<file path="src/rtl/fp_mult_pkg.sv">
// Shared types, default widths and encoding helpers for the pipelined floating-point multiplier.
package fp_mult_pkg;

  localparam int FP_EXP_W = 8;
  localparam int FP_MAN_W = 23;
  localparam int FP_MAX_W = 128;

  typedef enum logic [1:0] {FP_ZERO, FP_NORM, FP_INF, FP_NAN} fp_class_e;

  function automatic int fp_bias(input int exp_w);
    return (1 << (exp_w - 1)) - 1;
  endfunction

  // Denormal inputs land in FP_ZERO: they are flushed before any arithmetic.
  function automatic fp_class_e fp_classify(input logic exp_zero,
                                            input logic exp_ones,
                                            input logic frac_zero);
    if (exp_zero) return FP_ZERO;
    if (exp_ones) return frac_zero ? FP_INF : FP_NAN;
    return FP_NORM;
  endfunction

  function automatic fp_class_e fp_mul_class(input fp_class_e ca, input fp_class_e cb);
    if (ca == FP_NAN || cb == FP_NAN) return FP_NAN;
    if ((ca == FP_ZERO && cb == FP_INF) || (ca == FP_INF && cb == FP_ZERO)) return FP_NAN;
    if (ca == FP_INF || cb == FP_INF) return FP_INF;
    if (ca == FP_ZERO || cb == FP_ZERO) return FP_ZERO;
    return FP_NORM;
  endfunction

  function automatic logic [FP_MAX_W-1:0] fp_qnan(input int exp_w, input int man_w);
    logic [FP_MAX_W-1:0] r;
    r = '0;
    for (int i = 0; i < exp_w; i++) r[man_w + i] = 1'b1;
    r[man_w - 1] = 1'b1;
    return r;
  endfunction

  function automatic logic [FP_MAX_W-1:0] fp_inf(input logic sign, input int exp_w, input int man_w);
    logic [FP_MAX_W-1:0] r;
    r = '0;
    for (int i = 0; i < exp_w; i++) r[man_w + i] = 1'b1;
    r[exp_w + man_w] = sign;
    return r;
  endfunction

endpackage

</file>
<file path="src/rtl/fp_norm_round.sv">
// Third-stage core of fp_mult_pipe: normalise, round, pack and resolve special cases.
// FP_MULT_RNE_EN selects round-to-nearest-even; without it the fraction is truncated.
module fp_norm_round
  import fp_mult_pkg::*;
#(
  parameter int EXP_W = FP_EXP_W,
  parameter int MAN_W = FP_MAN_W
) (
  input  logic [2*MAN_W+1:0]       mprod,
  input  logic [EXP_W+1:0]         exp_sum,
  input  logic                     sign,
  input  fp_class_e                cls,
  output logic [EXP_W+MAN_W:0]     product,
  output logic                     overflow,
  output logic                     underflow,
  output logic                     infinity,
  output logic                     nan
);

  localparam int W = EXP_W + MAN_W + 1;
  localparam logic [EXP_W+1:0] EXP_MAX = (EXP_W+2)'((1 << EXP_W) - 1);
  localparam logic [W-1:0]     QNAN    = W'(fp_qnan(EXP_W, MAN_W));

  logic               msb;
  logic               inc;
  logic               carry;
  logic [MAN_W-1:0]   frac;
  logic [MAN_W:0]     frac_r;
  logic [EXP_W+1:0]   exp_f;

  assign msb  = mprod[2*MAN_W+1];
  assign frac = msb ? mprod[2*MAN_W:MAN_W+1] : mprod[2*MAN_W-1:MAN_W];

`ifdef FP_MULT_RNE_EN
  logic g;
  logic s;
  assign g   = msb ? mprod[MAN_W] : mprod[MAN_W-1];
  assign s   = msb ? |mprod[MAN_W-1:0] : |mprod[MAN_W-2:0];
  assign inc = g & (s | frac[0]);
`else
  logic unused_lsbs;
  assign unused_lsbs = ^mprod[MAN_W-1:0];
  assign inc = 1'b0;
`endif

  // A carry out of the fraction means 1.11..1 rounded up to 10.00..0: fraction is already zero.
  assign frac_r = {1'b0, frac} + (MAN_W+1)'(inc);
  assign carry  = frac_r[MAN_W];
  assign exp_f  = exp_sum + (EXP_W+2)'(msb) + (EXP_W+2)'(carry);

  always_comb begin
    product   = '0;
    overflow  = 1'b0;
    underflow = 1'b0;
    infinity  = 1'b0;
    nan       = 1'b0;
    if (cls == FP_NAN) begin
      product = QNAN;
      nan     = 1'b1;
    end else if (cls == FP_INF) begin
      product  = W'(fp_inf(sign, EXP_W, MAN_W));
      infinity = 1'b1;
    end else if (cls == FP_ZERO) begin
      product = {sign, {(W-1){1'b0}}};
    end else if (!exp_f[EXP_W+1] && exp_f >= EXP_MAX) begin
      product  = W'(fp_inf(sign, EXP_W, MAN_W));
      overflow = 1'b1;
      infinity = 1'b1;
    end else if (exp_f[EXP_W+1] || exp_f == '0) begin
      product   = {sign, {(W-1){1'b0}}};
      underflow = 1'b1;
    end else begin
      product = {sign, exp_f[EXP_W-1:0], frac_r[MAN_W-1:0]};
    end
  end

endmodule

</file>
<file path="src/rtl/fp_mult_pipe.sv">
// Three-stage streaming floating-point multiplier (classify, multiply, normalise/round) with valid/ready.
// Rounding mode follows FP_MULT_RNE_EN inside fp_norm_round; the default build truncates.
module fp_mult_pipe
  import fp_mult_pkg::*;
#(
  parameter int EXP_W = FP_EXP_W,
  parameter int MAN_W = FP_MAN_W
) (
  input  logic                  clk,
  input  logic                  resetN,
  input  logic                  inValid,
  output logic                  inReady,
  input  logic [EXP_W+MAN_W:0]  a,
  input  logic [EXP_W+MAN_W:0]  b,
  output logic                  outValid,
  input  logic                  outReady,
  output logic [EXP_W+MAN_W:0]  product,
  output logic                  overflow,
  output logic                  underflow,
  output logic                  infinity,
  output logic                  NAN
);

  localparam int W  = EXP_W + MAN_W + 1;
  localparam int PW = 2*MAN_W + 2;
  localparam logic [EXP_W+1:0] BIAS = (EXP_W+2)'(fp_bias(EXP_W));

  logic advance;

  // One global enable: the whole pipe, bubbles included, freezes while the output is blocked.
  assign advance = !outValid || outReady;
  assign inReady = advance;

  logic [EXP_W-1:0] ea;
  logic [EXP_W-1:0] eb;
  logic [MAN_W-1:0] fa;
  logic [MAN_W-1:0] fb;
  fp_class_e        ca;
  fp_class_e        cb;

  assign ea = a[W-2:MAN_W];
  assign eb = b[W-2:MAN_W];
  assign fa = a[MAN_W-1:0];
  assign fb = b[MAN_W-1:0];
  assign ca = fp_classify(ea == '0, &ea, fa == '0);
  assign cb = fp_classify(eb == '0, &eb, fb == '0);

  logic             v1;
  logic             sign1;
  logic [EXP_W+1:0] exp1;
  fp_class_e        cls1;
  logic [MAN_W:0]   man_a1;
  logic [MAN_W:0]   man_b1;

  always_ff @(posedge clk or negedge resetN) begin
    if (!resetN) begin
      v1     <= 1'b0;
      sign1  <= 1'b0;
      exp1   <= '0;
      cls1   <= FP_ZERO;
      man_a1 <= '0;
      man_b1 <= '0;
    end else if (advance) begin
      v1     <= inValid;
      sign1  <= a[W-1] ^ b[W-1];
      exp1   <= {2'b00, ea} + {2'b00, eb} - BIAS;
      cls1   <= fp_mul_class(ca, cb);
      man_a1 <= {1'b1, fa};
      man_b1 <= {1'b1, fb};
    end
  end

  logic             v2;
  logic             sign2;
  logic [EXP_W+1:0] exp2;
  fp_class_e        cls2;
  logic [PW-1:0]    mprod2;

  always_ff @(posedge clk or negedge resetN) begin
    if (!resetN) begin
      v2     <= 1'b0;
      sign2  <= 1'b0;
      exp2   <= '0;
      cls2   <= FP_ZERO;
      mprod2 <= '0;
    end else if (advance) begin
      v2     <= v1;
      sign2  <= sign1;
      exp2   <= exp1;
      cls2   <= cls1;
      mprod2 <= PW'(man_a1) * PW'(man_b1);
    end
  end

  logic [W-1:0] r_product;
  logic         r_overflow;
  logic         r_underflow;
  logic         r_infinity;
  logic         r_nan;

  fp_norm_round #(
    .EXP_W(EXP_W),
    .MAN_W(MAN_W)
  ) u_norm_round (
    .mprod     (mprod2),
    .exp_sum   (exp2),
    .sign      (sign2),
    .cls       (cls2),
    .product   (r_product),
    .overflow  (r_overflow),
    .underflow (r_underflow),
    .infinity  (r_infinity),
    .nan       (r_nan)
  );

  always_ff @(posedge clk or negedge resetN) begin
    if (!resetN) begin
      outValid  <= 1'b0;
      product   <= '0;
      overflow  <= 1'b0;
      underflow <= 1'b0;
      infinity  <= 1'b0;
      NAN       <= 1'b0;
    end else if (advance) begin
      outValid  <= v2;
      product   <= r_product;
      overflow  <= r_overflow;
      underflow <= r_underflow;
      infinity  <= r_infinity;
      NAN       <= r_nan;
    end
  end

endmodule

</file>
<file path="config.mk">
export PLATFORM = sky130hd
export DESIGN_NAME = fp_mult_pipe
export DESIGN_NICKNAME = d
export VERILOG_FILES = /design/src/rtl/fp_mult_pkg.sv /design/src/rtl/fp_norm_round.sv /design/src/rtl/fp_mult_pipe.sv
export SDC_FILE = /design/constraint.sdc
export NUM_CORES = 2
export LEC_CHECK = 0
export ABC_AREA = 1
export CORE_MARGIN = 5
export CORE_UTILIZATION = 42
export CTS_CLUSTER_DIAMETER = 60
export CTS_CLUSTER_SIZE = 8
export DETAILED_ROUTE_END_ITERATION = 7
export PLACE_DENSITY = 0.67
export SLEW_MARGIN = 20
export SYNTH_ARGS = -nofsm -noshare
export SYNTH_HDL_FRONTEND = slang
export SYNTH_SLANG_ARGS = --single-unit
</file>
<file path="constraint.sdc">
create_clock -name clk -period 7 [get_ports clk]
set_input_delay 2.1 -clock clk [delete_from_list [all_inputs] [get_ports clk]]
set_output_delay 2.1 -clock clk [all_outputs]
set_load 0.01 [all_outputs]
</file>
==> reports/metrics.csv <==
metric,value,unit
Met1 Wirelength,32900,um
nets,4273,
Max Cap Violations,0,
die area,0.0678,sq mm
setup ws final,0.357,ns
Slew headroom,0.285,
Post-CTS Repair Setup Buffers,0,
clk_skew,0.0198,ns
"FFs w/ async S/R, synth",1.00,
status,"finished, final reports clean",
TritonCTS clock tree,built,
Syn Inst Count,3487,
I/O pins,106,
starting density of the core,0.425,
total gr overflow,0,
critical path's slowest cell,dfrtp_1,
TritonRoute pass-1 iters,7,
Buf/Inv on CP,7,
placed cell count,4354,
"Clk Latency, worst-skew pair",0.47,ns
number of synthesized flops with an enable pin,0,
WL/cell,16.7,um
height of the die,260,um
# port buffers,105,
# DRC,0,
register area,0.00344,sq mm
largest net degree at the start of global routing,86,
Core Region,0.0619,sq mm
DR iter-0 viols,1584,
Routed met2 length,32800,um
crit path DAT,6.95,ns
DRT antenna net count,0,
area of the multi-input gates,0.0187,sq mm
vias in the first global route,22150,
Met3 Wirelength,5880,um
crit-path leading delay family,adder cells,
crit-path cells,"nand2_1, inv_1, fa_1, fa_1, inv_1, fa_1, fa_1, inv_1, fa_1, fa_1, inv_1, fa_1, inv_1, ha_1, nand2_1, inv_1, a21oi_1, buf_4, o21ai_0, nor2_1, nand2_1, xnor2_1, o21ai_0",
RePlAce Congestion,0.977,
Die W,260,um
synthesis warning total,0,
worst-path fanout max,13,
"top cells by area, synth","fa_1, nand2_1, inv_1, dfrtp_1, ha_1",
Top Metal Used,met4,
synthesized flop and latch total,137,
H-tree depth,4,
first-pass GRT wire length,121000,um
CP startpoint kind,flop,
overall routing resource usage,0.226,
post-layout util,0.471,
RSZ-0062 raised after global routing,no,
most frequent cells in the layout,"nand2_1, inv_1, fa_1, ha_1, dfrtp_1",
top-area cell type share of the netlist area,0.366,
cell taking the most area after synthesis,fa_1,
Tcrit/Tclk final,0.949,
"Setup violations, final",0,
Std-Cell Rows,91,
worst-margin pin slew,1.07,ns
root buf cell,clkbuf_16,
"most common cell after layout, fill and taps aside",nand2_1,
Mapped Area,0.0263,sq mm
Sum Neg Setup Slack,0,ns
CTS Buf Count,17,
CP most frequent cell,fa_1,
vias,21292,
clock sink count,137,
Setup Crit Path Kind,reg2reg,
Worst path max stage delay,0.70,ns
"CTS clk-pin slew, worst paths",0.07,ns
Area Overhead vs Synth,10.7,%
Fillers,6173,
register area share after synthesis,0.130,
number of diodes,0,
"Primary FF master, synth",dfrtp_1,
layout cells sized above 1,0.0516,
Post-CTS Resized,0,
Hold Path Class,reg2reg,
Post-Route WL,73200,um
Post-DP HPWL,60100,um
Yosys cell types,46,
hold_buf cts,0,
"Avg Cell Area, Syn",7.55,sq um
crit end category,flop,
final hold vios,0,
post-placement setup slack,0.0473,ns
final max-slew violation count,0,
fmax,151,MHz
Critical Path RT,7.31,ns
"non-filler cells, final",4386,
Synth Net Count,4224,
Vias/cell,4.85,
antenna violations before repair,0,
crit path time final,6.64,ns
maximum buffer depth of the clock tree,2,
==> cell families after synthesis <==
family,Yosys count,synth area share
AO/OA/AOI/OAI,209,0.0434
XOR/XNOR,19,0.00632
adder cells (fa/ha/maj),669,0.455
buffers and inverters,1117,0.161
flip-flops,137,0.130
AND/OR/NAND/NOR,1336,0.203
==> layout make-up <==
class                           instances  area share
Multi-Input combinational cell       2233       0.640
Sequential cell                       137       0.118
Clock buffer                           19      0.0152
Timing Repair Buffer                  207      0.0645
Inverter                              940       0.121
Tap cell                              837      0.0359
Clock inverter                         13     0.00455
==> cells in the mapped netlist, types with 3 or more instances <==
cell and instances:
buf_1 4, a31oi_1 4, nand2_2 3, inv_1 937, o21ai_0 99, ha_1 187
nor4_1 12, nor3_1 14, a21o_1 7, o211ai_1 4, nand4_1 23, nand3_1 75
a21boi_0 3, o21ai_1 4, fa_1 482, nand3b_1 7, o21bai_1 7, nor2_1 126
xor2_1 7, clkbuf_1 164, o21a_1 5, dfrtp_1 137, xnor2_1 12, a21oi_1 70
nor2_2 21, buf_2 5, nand2_1 1044
==> per-layer routing <==
| layer | GRT usage | vias to the layer above |
|---|---|---|
| met5 | 0 | - |
| met4 | 0.0524 | 0 |
| met3 | 0.0448 | 82 |
| met2 | 0.354 | 750 |
| met1 | 0.325 | 10382 |
| li1 | - | 10078 |
==> final timing paths <==
check / from / endpoint / slack [ns] / depth (start not counted)
setup / recovery: man_b1[2]$_DFFE_PN0P_ / mprod2[30]$_DFFE_PN0P_ / 0.36 / 23
hold / removal: v2$_DFFE_PN0P_ / outValid$_DFFE_PN0P_ / 0.47 / 2
setup reg to reg: man_b1[2]$_DFFE_PN0P_ / mprod2[30]$_DFFE_PN0P_ / 0.36 / 23
hold reg to reg: v2$_DFFE_PN0P_ / outValid$_DFFE_PN0P_ / 0.47 / 2
max in group asynchronous: resetN / man_b1[7]$_DFFE_PN0P_ / 3.82 / 2
min in group asynchronous: resetN / product[12]$_DFFE_PN0P_ / 1.69 / 1
==> metrics by stage <==
| step | hold WS (ns) | instance area, sq um |
|---|---|---|
| floorplan | 0.420 | 26300 |
| global placement | 0.434 | 28600 |
| detailed placement | 0.450 | 28600 |
| CTS | 0.469 | 29100 |
| global route | 0.495 | 29200 |
| finish | 0.466 | 29200 |
==> worst register-to-register path, cell delays in order (launching register included) <==
cell     delay (ns)
dfrtp_1        0.70
nand2_1        0.16
inv_1          0.10
fa_1           0.44
fa_1           0.54
inv_1          0.05
fa_1           0.46
fa_1           0.55
inv_1          0.07
fa_1           0.49
fa_1           0.53
inv_1          0.06
fa_1           0.57
inv_1          0.07
ha_1           0.34
nand2_1        0.15
inv_1          0.05
a21oi_1        0.22
buf_4          0.15
o21ai_0        0.12
nor2_1         0.14
nand2_1        0.11
xnor2_1        0.29
o21ai_0        0.12
==> registers in the layout, indices dropped and copies added (netlist names) <==
| name | count |
|---|---|
| v2 | 1 |
| man_b1 | 23 |
| underflow | 1 |
| overflow | 1 |
| sign2 | 1 |
| outValid | 1 |
| exp2 | 10 |
| cls2 | 2 |
| sign1 | 1 |
| exp1 | 10 |
| product | 32 |
| cls1 | 2 |
| NAN | 1 |
| v1 | 1 |
| mprod2 | 25 |
| infinity | 1 |
| man_a1 | 24 |
Power is not shown: default switching activity piles up to over one toggle a cycle in this logic, so the estimate is an artifact.
